===== src/rtl/apb_initiator.sv =====
// -----------------------------------------------------------------------------
// apb_initiator
//
// Purpose
//   Single-outstanding APB (AMBA 3/4 style) initiator. Accepts one request on a
//   valid/ready request channel, runs it as an APB SETUP + ACCESS transfer, and
//   returns the result on a valid/ready response channel. An ACCESS phase that
//   never sees i_pready is forced to complete with an error after
//   TIMEOUT_CYCLES wait cycles.
//
// Handshake rules (both channels)
//   A transfer happens on a rising edge where valid && ready are both 1. Once
//   the sender raises valid, it keeps valid and its payload stable until that
//   edge. Ready may depend on internal state only, never on valid.
//
// Parameters
//   TIMEOUT_CYCLES  max ACCESS wait cycles before forced error (1..65535)
//
// Ports
//   i_clk, i_nrst        clock (rising edge), async active-low reset
//   i_req_*/o_req_ready  request channel: addr, write, wdata, wstrb
//   o_resp_*/i_resp_ready response channel: rdata, err (slave error or timeout)
//   o_p*/i_p*            APB initiator signals (o_pprot is constant 3'b000)
//   o_dbg_state          current FSM state (0 IDLE, 1 SETUP, 2 ACCESS, 3 RESP)
// -----------------------------------------------------------------------------
module apb_initiator #(
    parameter int unsigned TIMEOUT_CYCLES = 256
) (
    input  logic        i_clk,
    input  logic        i_nrst,

    // request channel
    input  logic        i_req_valid,
    output logic        o_req_ready,
    input  logic [31:0] i_req_addr,
    input  logic        i_req_write,
    input  logic [31:0] i_req_wdata,
    input  logic [3:0]  i_req_wstrb,

    // response channel
    output logic        o_resp_valid,
    input  logic        i_resp_ready,
    output logic [31:0] o_resp_rdata,
    output logic        o_resp_err,

    // APB initiator
    output logic [31:0] o_paddr,
    output logic        o_psel,
    output logic        o_penable,
    output logic        o_pwrite,
    output logic [31:0] o_pwdata,
    output logic [3:0]  o_pstrb,
    output logic [2:0]  o_pprot,
    input  logic [31:0] i_prdata,
    input  logic        i_pready,
    input  logic        i_pslverr,

    // debug
    output logic [1:0]  o_dbg_state
);

    typedef enum logic [1:0] {
        IDLE   = 2'd0,
        SETUP  = 2'd1,
        ACCESS = 2'd2,
        RESP   = 2'd3
    } state_t;

    localparam logic [15:0] TIMEOUT_LIM = TIMEOUT_CYCLES[15:0];

    state_t      state;
    logic [15:0] wait_cnt;    // ACCESS cycles seen with i_pready low
    logic [15:0] wait_cnt_nx;

    assign wait_cnt_nx = wait_cnt + 16'd1;
    assign o_pprot     = 3'b000;
    assign o_dbg_state = state;

    always_ff @(posedge i_clk or negedge i_nrst) begin
        if (!i_nrst) begin
            state        <= IDLE;
            wait_cnt     <= 16'd0;
            o_req_ready  <= 1'b0;
            o_resp_valid <= 1'b0;
            o_resp_rdata <= 32'd0;
            o_resp_err   <= 1'b0;
            o_paddr      <= 32'd0;
            o_psel       <= 1'b0;
            o_penable    <= 1'b0;
            o_pwrite     <= 1'b0;
            o_pwdata     <= 32'd0;
            o_pstrb      <= 4'd0;
        end else begin
            case (state)
                IDLE: begin
                    // o_req_ready is low only for the first cycle after reset
                    // release; it comes up here and stays up while idle.
                    if (!o_req_ready) begin
                        o_req_ready <= 1'b1;
                    end else if (i_req_valid) begin
                        o_paddr     <= i_req_addr;
                        o_pwrite    <= i_req_write;
                        o_pwdata    <= i_req_wdata;
                        o_pstrb     <= i_req_write ? i_req_wstrb : 4'h0;
                        o_req_ready <= 1'b0;
                        o_psel      <= 1'b1;
                        o_penable   <= 1'b0;
                        wait_cnt    <= 16'd0;
                        state       <= SETUP;
                    end
                end

                SETUP: begin
                    // APB slave inputs are not looked at here.
                    o_penable <= 1'b1;
                    wait_cnt  <= 16'd0;
                    state     <= ACCESS;
                end

                ACCESS: begin
                    // i_pready wins over the timeout when both land on one edge.
                    if (i_pready) begin
                        o_resp_rdata <= o_pwrite ? 32'd0 : i_prdata;
                        o_resp_err   <= i_pslverr;
                        o_psel       <= 1'b0;
                        o_penable    <= 1'b0;
                        o_resp_valid <= 1'b1;
                        state        <= RESP;
                    end else begin
                        wait_cnt <= wait_cnt_nx;
                        if (wait_cnt_nx == TIMEOUT_LIM) begin
                            o_resp_rdata <= 32'd0;
                            o_resp_err   <= 1'b1;
                            o_psel       <= 1'b0;
                            o_penable    <= 1'b0;
                            o_resp_valid <= 1'b1;
                            state        <= RESP;
                        end
                    end
                end

                RESP: begin
                    // Response payload holds until the consumer takes it.
                    if (i_resp_ready) begin
                        o_resp_valid <= 1'b0;
                        o_req_ready  <= 1'b1;
                        state        <= IDLE;
                    end
                end

                default: begin
                    state <= IDLE;
                end
            endcase
        end
    end

endmodule


===== config.mk =====
export PLATFORM = sky130hd
export DESIGN_NAME = apb_initiator
export DESIGN_NICKNAME = d
export VERILOG_FILES = /design/src/rtl/apb_initiator.sv
export SDC_FILE = /design/constraint.sdc
export NUM_CORES = 1
export LEC_CHECK = 0
export BUFFER_PORTS_ARGS = -buffer_cell sky130_fd_sc_hd__buf_2
export CAP_MARGIN = 20
export CORE_MARGIN = 5
export CORE_UTILIZATION = 40
export DETAILED_ROUTE_END_ITERATION = 16
export GPL_ROUTABILITY_DRIVEN = 0
export PLACE_DENSITY = 0.67
export SYNTH_ARGS = -nofsm -noshare
export SYNTH_HDL_FRONTEND = slang
export SYNTH_SLANG_ARGS = --single-unit
export TNS_END_PERCENT = 30

===== constraint.sdc =====
create_clock -name i_clk -period 2.3 [get_ports i_clk]
set_input_delay 0.115 -clock i_clk [delete_from_list [all_inputs] [get_ports i_clk]]
set_output_delay 0.115 -clock i_clk [all_outputs]
set_load 0.02 [all_outputs]

==> key figures <==
STA
  – RSZ-0062 raised after global routing: true
  – Fin. Hold Viols: 0
  – Skew final: 0.007995 ns
  – Final Max Slew Viols: 0
  – Final min period: 2.428 ns
  – Fmax: 411.9 MHz
  – Hold WS: 0.06868 ns
  – Period utilization: 105.6%
  – Final setup violating endpoints: 29
  – Setup ws final: -0.1277 ns

Synth
  – Netlist cell types: 56
  – Post-synthesis register bit count: 124
  – Mapped cell area: 0.005325 sq mm
  – Post-synth EDFFs: 0
  – Yosys warning count: 0
  – Post-synth ARST share: 100.0%
  – Ys flop type: dfrtp_1
  – Post-Synthesis Cells: 409
  – Mean post-synth cell area: 13.02 sq um
  – Register area share after synthesis: 58.27%

CTS
  – Clock sinks: 124
  – Worst-path clk slew: 0.06 ns
  – CTS max path bufs: 2
  – Htree depth: 4
  – CTS tree: yes
  – Total CTS buffers: 17
  – Root buf cell: clkbuf_16
  – Clk Latency, worst-skew pair: 0.41 ns

Routing
  – Vias post-DR: 4,897
  – Drc violations: 0
  – ANT nets after route: 0
  – Initial drt markers: 258
  – Vias per inst: 5.106
  – DRT Wirelength: 17,730 um
  – Drt wl/cell: 18.48 um
  – First-pass iteration count of the detailed router: 5

Cells and area
  – Diodes inserted: 0
  – Most common cell after layout, fill and taps aside: buf_2
  – Layout cells sized above 1: 49.81%
  – Footprint of the multi-input gates: 0.002161 sq mm
  – Post-route cell area: 0.008626 sq mm
  – Most frequent cells in the layout: buf_2, dfrtp_1, dlygate4sd3_1
  – Final-layout fill cell count: 951
  – Area Overhead vs Synth: 61.98%
  – Finished Layout Cells: 959
  – Area taken by flip-flops and latches: 0.003113 sq mm
  – Nets: 885

Power and ir drop
  – LEAKAGE: 4.284 nW
  – P per Cell Area: 1279 mW/mm^2
  – Total Power: 11.03 mW
  – VDD IR max: 0.9300 mV

Global routing
  – First-pass GRT wire length: 28,560 um
  – Initial antenna violation count: 0
  – GRT Util Overall: 22.78%
  – Largest net degree at the start of global routing: 71
  – Global route overflow: 0
  – Vias in the first global route: 5,333

Die
  – Cell Rows: 42
  – Die footprint: 0.01572 sq mm
  – Core area: 0.01314 sq mm
  – Die height: 125.4 um
  – Initial Utilization: 40.53%
  – I/O pin cnt: 218
  – Die width: 125.4 um

Flow run
  – Maxcap violations: 0

Setup path
  – Req. time, crit path: 2.60 ns
  – Cell count along the critical path: 7
  – Crit path cell chain: nand4_4 -> nor3_4 -> nand4_2 -> a2111oi_4 -> a31oi_4 -> a211oi_2 -> mux2_1
  – Worst-path maximum fanout: 9
  – Number of buffer and inverter stages on the critical path: 0
  – Reg2reg end: o_dbg_state[1]
  – CP max stage cell: dfrtp_2
  – RR Startpoint: wait_cnt[2]
  – Kind of cell adding the most delay to the critical path: compound AO/OA/AOI/OAI gates
  – Kind of critical path: reg -> reg
  – Crit path DAT: 2.72 ns
  – Critical Path Start Type: flop
  – Flop2flop setup slack: -0.13 ns
  – Highest cell delay on the worst timing path: 0.48 ns
  – R2R cell count: 7
  – CP Capture Type: flop

Hold path
  – Hold path startpoint: i_req_valid
  – WHS Endpoint: o_psel
  – Hold depth: 3
  – Min-Delay Path Class: in -> reg

Run status
  – Violated checks: setup timing
  – Outcome: complete, but fails checks

Placed design
  – HPWL after DPL: 10,780 um
  – IO Port Bufs: 214
  – Placed insts: 816
  – DP Area: 0.006852 sq mm
  – Dpl ws: -0.1672 ns
==> cells by family after synthesis <==
group / share of synthesized area, %
and+or+nand+nor: 9.187
adders and majority gates: 1.410
buffers and inverters: 3.548
AOI/OAI and AO/OA: 12.50
muxes: 14.36
xor gates and xnor gates: 0.6580
DFF: 58.27
other: 0.07042
==> worst max path at each step <==
stage / start / endpoint
after floorplan: wait_cnt[0] / o_dbg_state[1]
after global placement: wait_cnt[0] / o_dbg_state[1]
after detailed placement: wait_cnt[0] / o_resp_rdata[16]
after CTS: wait_cnt[2] / o_dbg_state[1]
after global routing: wait_cnt[0] / o_dbg_state[1]
final: wait_cnt[2] / o_dbg_state[1]
==> worst register-to-register path, delay by kind of cell, from the launching register on <==
kind | cells | cell delay, ns
AOI/OAI and AO/OA | 3 | 0.92
and+or+nand+nor | 3 | 0.59
DFF | 1 | 0.48
muxes | 1 | 0.34
==> power breakdown <==
group / leakage (nW) / switching [mW] / internal, mW / total [mW]
Clock: 0.279 / 0.982 / 1.64 / 2.62
Sequential: 1.53 / 0.562 / 3.14 / 3.70
Combinational: 2.47 / 2.77 / 1.94 / 4.70
Total: 4.28 / 4.31 / 6.72 / 11.0
==> flip-flops by register name (all words and copies together), names as in the netlist <==
name and flops:
o_req_ready 1, o_resp_rdata 32, o_paddr 32, o_pwdata 32, o_psel 1, o_resp_err 1, wait_cnt 16, o_dbg_state 2
o_penable 1, o_pstrb 4, o_pwrite 1, o_resp_valid 1
==> through the flow <==
stage / util [%] / setup TNS [ns]
3_5_place_dp: 52.15 / -4.999
5_1_grt: 65.66 / -5.313
6_report: 65.66 / -1.257
3_3_place_gp: 52.15 / -2.374
2_1_floorplan: - / 0
4_1_cts: 65.27 / -1.523
==> synthesized netlist by cell type, types with 2 or more instances <==
library cell  count  area [sq um]
nand2_1          30         112.6
nand3_1           7         35.03
nor2_1           13         48.80
a22o_1           33         289.0
buf_4             5         37.54
inv_1             8         30.03
nand4_2           3         37.54
clkbuf_1         15         56.30
nand2b_1          2         12.51
mux2_2           66         743.2
buf_6             4         45.04
a21boi_0          2         15.01
nand4_1           3         18.77
nor3_1            5         25.02
o21ai_0          25         125.1
a31oi_1           3         18.77
and3_1            2         12.51
buf_2             4         20.02
or3_1             2         12.51
ha_1              6         75.07
dfrtp_1         124          3103
a21oi_1           6         30.03
nor4_1            2         12.51
xor2_1            3         26.28
o31ai_1           5         37.54
==> routing by layer <==
layer	GRT usage (%)	share of wire, %	vias to the layer above
met5	0	0	-
met2	40.68	53	212
li1	-	-	2212
met3	6.482	6.7	50
met4	10.01	3.5	0
met1	25.25	37	2423
==> layout make-up <==
cell class	count	share of cell area, %
Sequential cell	124	36.09
Timing Repair Buffer	368	29.32
Multi-Input combinational cell	253	25.05
Clock buffer	20	5.294
Tap cell	176	2.553
Clock inverter	10	1.349
Inverter	8	0.3481
==> timing repair <==
item                                    CTS  global route
hold buffers                            108             0
pin swaps                                 7            13
setup buffers                             0             3
gates resized for setup                  14             6
hold endpoints to repair                133             0
gates cloned                              2             0
endpoints found under the setup margin   36            38
(Power assumes the default switching activity.)
